--- src/rtl/instr_fetch_queue_pkg.sv ---
// CPU_Defines: shared pipeline types for the fetch path.
//   ExceptinPipeType - exception flags carried alongside an instruction
//   IFQEntryType     - one fetch-queue entry {PC, Instr, ExceptType}
//   IFQ_DEPTH        - fetch-queue depth used by the instantiating top
package CPU_Defines;

  typedef struct packed {
    logic interrupt;
    logic if_adel;
    logic if_tlb_refill;
    logic if_tlb_invalid;
    logic reserved_instr;
    logic syscall;
    logic break_pt;
    logic eret;
  } ExceptinPipeType;

  typedef struct packed {
    logic [31:0]     PC;
    logic [31:0]     Instr;
    ExceptinPipeType ExceptType;
  } IFQEntryType;

  localparam int unsigned IFQ_DEPTH = 4;

endpackage

--- src/rtl/ifq_storage.sv ---
// ifq_storage: DEPTH x IFQEntryType register array for the fetch queue.
// Ports:
//   clk          - pipeline clock
//   we_i         - write enable
//   waddr_i      - write index
//   wdata_i      - entry to write
//   raddr_i      - read index (asynchronous read)
//   rdata_o      - entry at raddr_i
// Contents are not reset; validity is tracked by the owner's count.
module ifq_storage
  import CPU_Defines::*;
#(
  parameter int unsigned DEPTH = IFQ_DEPTH,
  parameter int unsigned AW    = $clog2(DEPTH)
) (
  input  logic          clk,
  input  logic          we_i,
  input  logic [AW-1:0] waddr_i,
  input  IFQEntryType   wdata_i,
  input  logic [AW-1:0] raddr_i,
  output IFQEntryType   rdata_o
);

  IFQEntryType mem_q [DEPTH];

  always_ff @(posedge clk) begin
    if (we_i) mem_q[waddr_i] <= wdata_i;
  end

  assign rdata_o = mem_q[raddr_i];

endmodule

--- src/rtl/instr_fetch_queue.sv ---
// instr_fetch_queue: in-order decoupling FIFO between IF and the ID register.
// Ports:
//   clk, resetn        - clock, asynchronous active-low reset
//   flush              - drop all entries and the same-cycle input
//   in_valid/in_ready  - IF handshake; in_pc, in_instr, in_except payload
//   out_valid/out_ready- ID handshake; out_pc, out_instr, out_except payload
//   count              - current occupancy (0..DEPTH)
// Build option: IFQ_BYPASS_EN - when empty, IF input is forwarded straight
// to the outputs and, if ID takes it, never written to storage.
// Invalid outputs are forced to zero so ID latches a NOP bubble.
module instr_fetch_queue
  import CPU_Defines::*;
#(
  parameter int unsigned DEPTH = IFQ_DEPTH
) (
  input  logic                     clk,
  input  logic                     resetn,
  input  logic                     flush,
  input  logic                     in_valid,
  output logic                     in_ready,
  input  logic [31:0]              in_pc,
  input  logic [31:0]              in_instr,
  input  ExceptinPipeType          in_except,
  output logic                     out_valid,
  input  logic                     out_ready,
  output logic [31:0]              out_pc,
  output logic [31:0]              out_instr,
  output ExceptinPipeType          out_except,
  output logic [$clog2(DEPTH):0]   count
);

  localparam int unsigned PW = $clog2(DEPTH);
  localparam int unsigned CW = PW + 1;
  localparam logic [CW-1:0] FULL_CNT = CW'(DEPTH);

  logic [PW-1:0] wr_ptr_q, wr_ptr_d;
  logic [PW-1:0] rd_ptr_q, rd_ptr_d;
  logic [CW-1:0] count_q, count_d;
  logic          empty, bypass, push, pop;
  IFQEntryType   wr_entry, rd_entry, head;

  assign empty    = (count_q == '0);
  assign in_ready = (count_q != FULL_CNT);

`ifdef IFQ_BYPASS_EN
  assign bypass = empty & in_valid & ~flush;
`else
  assign bypass = 1'b0;
`endif

  assign out_valid = (~empty & ~flush) | bypass;
  assign pop       = ~empty & ~flush & out_ready;
  // A bypassed entry taken by ID the same cycle never lands in storage.
  assign push      = in_valid & in_ready & ~flush & ~(bypass & out_ready);

  assign wr_entry = '{PC: in_pc, Instr: in_instr, ExceptType: in_except};

  ifq_storage #(.DEPTH(DEPTH)) u_storage (
    .clk     (clk),
    .we_i    (push),
    .waddr_i (wr_ptr_q),
    .wdata_i (wr_entry),
    .raddr_i (rd_ptr_q),
    .rdata_o (rd_entry)
  );

  always_comb begin
    head = '0;
    if (!empty && !flush) head = rd_entry;
    else if (bypass)      head = wr_entry;
  end

  assign out_pc     = head.PC;
  assign out_instr  = head.Instr;
  assign out_except = head.ExceptType;
  assign count      = count_q;

  always_comb begin
    wr_ptr_d = wr_ptr_q;
    rd_ptr_d = rd_ptr_q;
    count_d  = count_q;
    if (flush) begin
      wr_ptr_d = '0;
      rd_ptr_d = '0;
      count_d  = '0;
    end else begin
      if (push) wr_ptr_d = wr_ptr_q + PW'(1);
      if (pop)  rd_ptr_d = rd_ptr_q + PW'(1);
      case ({push, pop})
        2'b10:   count_d = count_q + CW'(1);
        2'b01:   count_d = count_q - CW'(1);
        default: count_d = count_q;
      endcase
    end
  end

  always_ff @(posedge clk or negedge resetn) begin
    if (!resetn) begin
      wr_ptr_q <= '0;
      rd_ptr_q <= '0;
      count_q  <= '0;
    end else begin
      wr_ptr_q <= wr_ptr_d;
      rd_ptr_q <= rd_ptr_d;
      count_q  <= count_d;
    end
  end

endmodule

--- config.mk ---
export PLATFORM = sky130hd
export DESIGN_NAME = instr_fetch_queue
export DESIGN_NICKNAME = d
export VERILOG_FILES = /design/src/rtl/instr_fetch_queue_pkg.sv /design/src/rtl/ifq_storage.sv /design/src/rtl/instr_fetch_queue.sv
export SDC_FILE = /design/constraint.sdc
export NUM_CORES = 1
export LEC_CHECK = 0
export ABC_AREA = 1
export BUFFER_PORTS_ARGS = -buffer_cell sky130_fd_sc_hd__clkbuf_2
export CAP_MARGIN = 20
export CELL_PAD_IN_SITES_DETAIL_PLACEMENT = 1
export CELL_PAD_IN_SITES_GLOBAL_PLACEMENT = 2
export CORE_UTILIZATION = 39
export DETAILED_ROUTE_END_ITERATION = 16
export PLACE_DENSITY = 0.75
export RECOVER_POWER = 25
export SETUP_SLACK_MARGIN = 0.05
export SLEW_MARGIN = 20
export SYNTH_ARGS = -nofsm -noshare
export SYNTH_HDL_FRONTEND = slang
export SYNTH_SLANG_ARGS = --single-unit
--- constraint.sdc ---
create_clock -name clk -period 5.5 [get_ports clk]
set_input_delay 0.275 -clock clk [delete_from_list [all_inputs] [get_ports clk]]
set_output_delay 0.275 -clock clk [all_outputs]
set_load 0.05 [all_outputs]
# After elaboration in Yosys (flattened, before gate mapping)
# Memories as Yosys holds them, arrays and structs flattened.
# Cells that the tools add are included.
# Widths: inputs -> output; s select.
[op_classes]
n_reduce_logical = 7
mux = 9
addsub = 4
eq_ne = 3
bitwise = 6
[ops]
columns = ["op", "n"]
rows = [
  ["$mux 72", 1],
  ["$mux 2", 4],
  ["$pmux 3 s2", 1],
  ["$add 2x1->2 const B", 2],
  ["$and 1x1->1", 4],
  ["$reduce_bool 2->1", 2],
  ["$add 3x1->3 const B", 1],
  ["$logic_not 3->1", 1],
  ["$mux 3", 1],
  ["$ne 3x3->1 const B", 1],
  ["$reduce_bool 3->1", 1],
  ["$sub 3x1->3 const B", 1],
  ["$eq 2x1->1 const B", 1],
  ["$eq 2x2->1 const B", 1],
  ["$logic_not 1->1", 2],
  ["$mux 1", 2],
  ["$not 1->1", 2],
  ["$logic_and 1x1->1", 1],
]
[totals]
wordCells = 33
ramBits = 288
n_memories = 1
output_inout_bits = 77
inputBits = 77
ff_bits = 7
[memory_table]
columns = ["memory", "words", "width", "rd", "rd_clocked_by_memory_dff", "wr", "line_no", "text"]
rows = [
  ["u_storage.mem_q", 4, 72, 1, 0, 1, "ifq_storage.sv:24", "IFQEntryType mem_q [DEPTH];"],
]

# Depth between registers and ports, before layout
[logic_depth]
word_depth = 7
ltp_mapped = 12
mapped_depth_nobuf = 12

# Hierarchy
# From an unflattened synthesis, not the netlist that was laid out.
[hier_totals]
hier_cells = 1340
hier_area_um2 = 13136.3
[by_module_without_submodules]
columns = ["module", "seq_area_each_um2", "area_each_um2", "cells_per_inst", "instances"]
rows = [
  ["ifq_storage", 8648.3, 12129.1, 1135, 1],
  ["instr_fetch_queue", 175.2, 1007.2, 205, 1],
]

# Least setup slack after synthesis
# OpenSTA, ideal clock, no wires.
[synth_timing]
kind = "register to register"
from = "reg count_q[0], in the netlist count[0]"
to = "mem u_storage.mem_q[0][0] (netlist bit) (enable)"
period_less_slack_ns = 4.965
t_arrival_ns = 4.463
slack_ns = 0.535
required_time_ns = 4.998
setup_ns = 0.502
stages_incl_launch_ff = 7
n_path_buf = 0
cell_sequence = "dfrtp_1 -> nor2_2 -> nand2_2 -> nand2_2 -> nor2_1 -> inv_1 -> nor2_1"
[synth_via]
elab_chain_cells = 5
[synth_rtl]
columns = ["item", "line_no", "text"]
rows = [
  ["start, declared", "instr_fetch_queue.sv:38", "logic [CW-1:0] count_q, count_d;"],
  ["start signal, assigned", "instr_fetch_queue.sv:105", "count_q <= count_d;"],
  ["$ne 3x3->1", "instr_fetch_queue.sv:43", "assign in_ready = (count_q != FULL_CNT);"],
  ["net in_ready", "instr_fetch_queue.sv:20", "output logic in_ready,"],
  ["$and 1x1->1 (2 in series)", "instr_fetch_queue.sv:54", "assign push = in_valid & in_ready & ~flush & ~(bypass & out_ready);"],
  ["$mux 1", "ifq_storage.sv:27", "if (we_i) mem_q[waddr_i] <= wdata_i;"],
  ["$mux 1 (implied by the code)", "ifq_storage.sv:27", ""],
  ["end, declared", "ifq_storage.sv:24", ""],
]
# The timed path passes the listed nets, and every way through them passes these cells.

# Worst setup path after layout
[layout_timing]
from = "reg rd_ptr_q[0]"
to = "out out_instr[27]"
[layout_via]
elab_chain_cells = 2
[layout_rtl]
columns = ["item", "line_no", "text"]
rows = [
  ["start, declared", "instr_fetch_queue.sv:37", "logic [PW-1:0] rd_ptr_q, rd_ptr_d;"],
  ["start signal, assigned", "instr_fetch_queue.sv:104", "rd_ptr_q <= rd_ptr_d;"],
  ["$mem_v2 4x72", "n/a", ""],
  ["$mux 72", "instr_fetch_queue.sv:69", "if (!empty && !flush) head = rd_entry;"],
  ["end, declared", "instr_fetch_queue.sv:27", "output logic [31:0] out_instr,"],
]
# No other way between the ends.

==> metrics.md <==
| Metric | Value |
|---|---|
| Synth Instances | 915 |
| Fin crit share | between 60 and 70% |
| DR vias/cell | 5.01 |
| Peak Freq | 281 MHz |
| Starting Density | 40.0% |
| Min-delay src | in_instr[18] |
| DR pass1 iterations | 4 |
| Tmin final | 3560 ps |
| Setup CP Type | register to primary output |
| Share of cells above drive strength 1 | 15.4% |
| Fin. Hold Viols | 0 |
| Clock sinks | 295 |
| Worst VDD drop | 0.251 mV |
| GRT overflow | 0 |
| Initial antenna violation count | 0 |
| Syn nets | 997 |
| Crit. End Element | primary output |
| RSZ-0062 raised after global routing | no |
| Final non-filler cell total | 1534 |
| DIE WIDTH | 175 um |
| WP data required | approximately 5200 ps |
| Largest net degree at the start of global routing | 79 |
| Core box area | about 29000 um2 |
| Residual DRC | 0 |
| Clock tree buffer depth | 3 |
| Synth warn | 0 |
| Global-route wire length before repair | 45300 um |
| Reg clk slew, reported paths | 60 ps |
| Slew margin rel. | 34.6% |
| Register area share after synthesis | 76.0% |
| Routed WL per cell | 18.9 um |
| Synth cell types | 22 |
| Cell area after synthesis | 11600 um2 |
| Final number of setup-violating endpoints | 0 |
| Most area-consuming cells after synthesis | edfxtp_1 74%, nor2_1 9.5%, o21ai_0 3.8%, a21oi_1 3.1%, o21ai_1 2.5% |
| Crit path launch type | register |
| Rows | 62 |
| GRT Overall Usage | a little under 20% |
| H-Tree Depth | 2 |
| Post-detail-place hpwl | 16400 um |
| Vias in the first global route | 8049 |
| Mean Syn Cell Area | 12.7 um2 |
| Clock buffer count from CTS | 34 |
| Status | finished, final reports clean |
| Diode count | 0 |
| Setup TNS | 0 ps |
| Root buffer cell | clkbuf_16 |
| 1st-iter DRT viols | roughly 430 |
| Largest area contributor in the netlist | edfxtp_1 |
| Leak Pwr | 0.00510 uW |
| Yosys reg bits | around 300 |
| Routed WL | 29000 um |
| Dpl ws | 2400 ps |
| Max capacitance violation total | 0 |
| PnR worst setup slack | between 1500 and 2000 ps |
| Top cell type's share of synthesized area | approximately three quarters |
| IO Pins | 154 |
| Routed vias | 7678 |
| Synth-to-layout area growth | 23.3% |
| CTS tree | built |
| Antenna-violating nets left | 0 |
| Critical path arrival | about 3300 ps |
| PwrDens | 471 nW/um2 |
| GPL Wtd Cong | between 0.7 and 0.8 |
| Pin slew with the least headroom to its limit | 981 ps |
| Final Skew | 11.1 ps |
| CP startpoint | rd_ptr_q[0]$_DFFE_PN0P_ |
| Final Max Tran Viols | 0 |
| Clk_lat worst skew | 510 ps |
| Net count, final | 1211 |
| Die height | 175 um |
| Worst hold path class | input port to register |
| # port buffers | 153 |
| Crit-path max FO | 78 |
| Worst r2r src | count[0]$_DFFE_PN0P_ |
| Die ar. | 30500 um2 |
| Dpl cells | 1412 |
| Setup Buffers After CTS | 0 |
| # fillers | slightly above 3000 |
-- critical path, stage by stage (launching register included) --
cell	delay, ps
dfrtp_4	790
inv_4	660
buf_4	510
o21ai_0	170
a21oi_1	250
clkbuf_2	320
-- power breakdown --
group | total, uW | internal [uW] | switching [uW]
Combinational | 1910 | 419 | 1490
Sequential | 2720 | 2610 | 114
Clock | 2110 | 1270 | 839
Total | 6740 | 4300 | 2440
-- placed cells by master (no fill, tap or decap), drive strengths merged, types with 7 or more instances in the layout --
master,instances
a21oi,74
buf,14
clkbuf,203
dfrtp,7
dlygate4sd3,65
edfxtp,288
inv,16
nand2,23
nor2,296
o21ai,148
-- synth_stat cells --
cell type	count
a21oi_1	73
ha_1	4
nand2_1	21
buf_6	6
nand3_1	2
buf_4	10
fa_1	1
inv_2	3
clkbuf_2	5
o21ai_0	89
inv_1	13
nor2_1	295
clkbuf_1	17
nor2_2	1
nand2_2	2
nand3_2	1
buf_2	16
edfxtp_1	288
dfrtp_1	7
a21oi_2	1
xnor2_1	1
o21ai_1	59
-- layout make-up --
cell class	count	area, um2	share of cell area, %
clock buffer	50	975	6.81
clock inverter	7	55.1	0.385
inverter	16	62.6	0.437
multi-input combinational	550	2450	17.1
sequential	295	8830	61.7
tap	384	480	3.36
timing repair buffer	232	1470	10.2
-- sequential cells by signal, indices dropped and copies added (netlist names) --
register,cells
count,3
wr_ptr_q,2
rd_ptr_q,2
u_storage.mem_q,288
-- timing repair --
item                                   CTS  global route
endpoints found under the hold margin  258             2
hold buffers                            64             1
resized for setup                        0             0
-- per-stage QoR --
stage	util [%]	area, um2	power, uW	hold slack (ps)
floorplan	-	11600	4190	-20.6
global placement	43.8	12700	4640	136
detailed placement	43.8	12700	4670	136
CTS	49.5	14400	6830	0.558
global route	49.3	14300	7060	71.8
finish	49.3	14300	6740	84.1
-- final timing paths --
kind                                                    end  slack, ps  depth (start not counted)
max                                           out_instr[27]       1940                          5
min                        u_storage.mem_q[2][26]$_DFFE_PP_         80                          1
max reg2reg                u_storage.mem_q[1][42]$_DFFE_PP_       2700                          7
min reg2reg                            count[0]$_DFFE_PN0P_        570                          1
max in group asynchronous           rd_ptr_q[0]$_DFFE_PN0P_       4900                          2
min in group asynchronous              count[1]$_DFFE_PN0P_        230                          2
-- cells by family after synthesis --
group / Yosys count / synth area share, %
AOI/OAI and AO/OA: 222 / 9.60
xor gates and xnor gates: 1 / 0.0754
adders and majority gates: 5 / 0.603
buffers and inverters: 70 / 3.20
DFF: 295 / 76.0
and+or+nand+nor: 322 / 10.5
-- per-layer routing --
| metal | share of wire (%) | global-route usage, % |
|---|---|---|
| met1 | 45 | 25.7 |
| met2 | 49 | 33.0 |
| met3 | 4.0 | 3.30 |
| met4 | 1.6 | 5.00 |
| met5 | 0 | 0 |
Note: power is estimated with default switching activity, not from simulation.
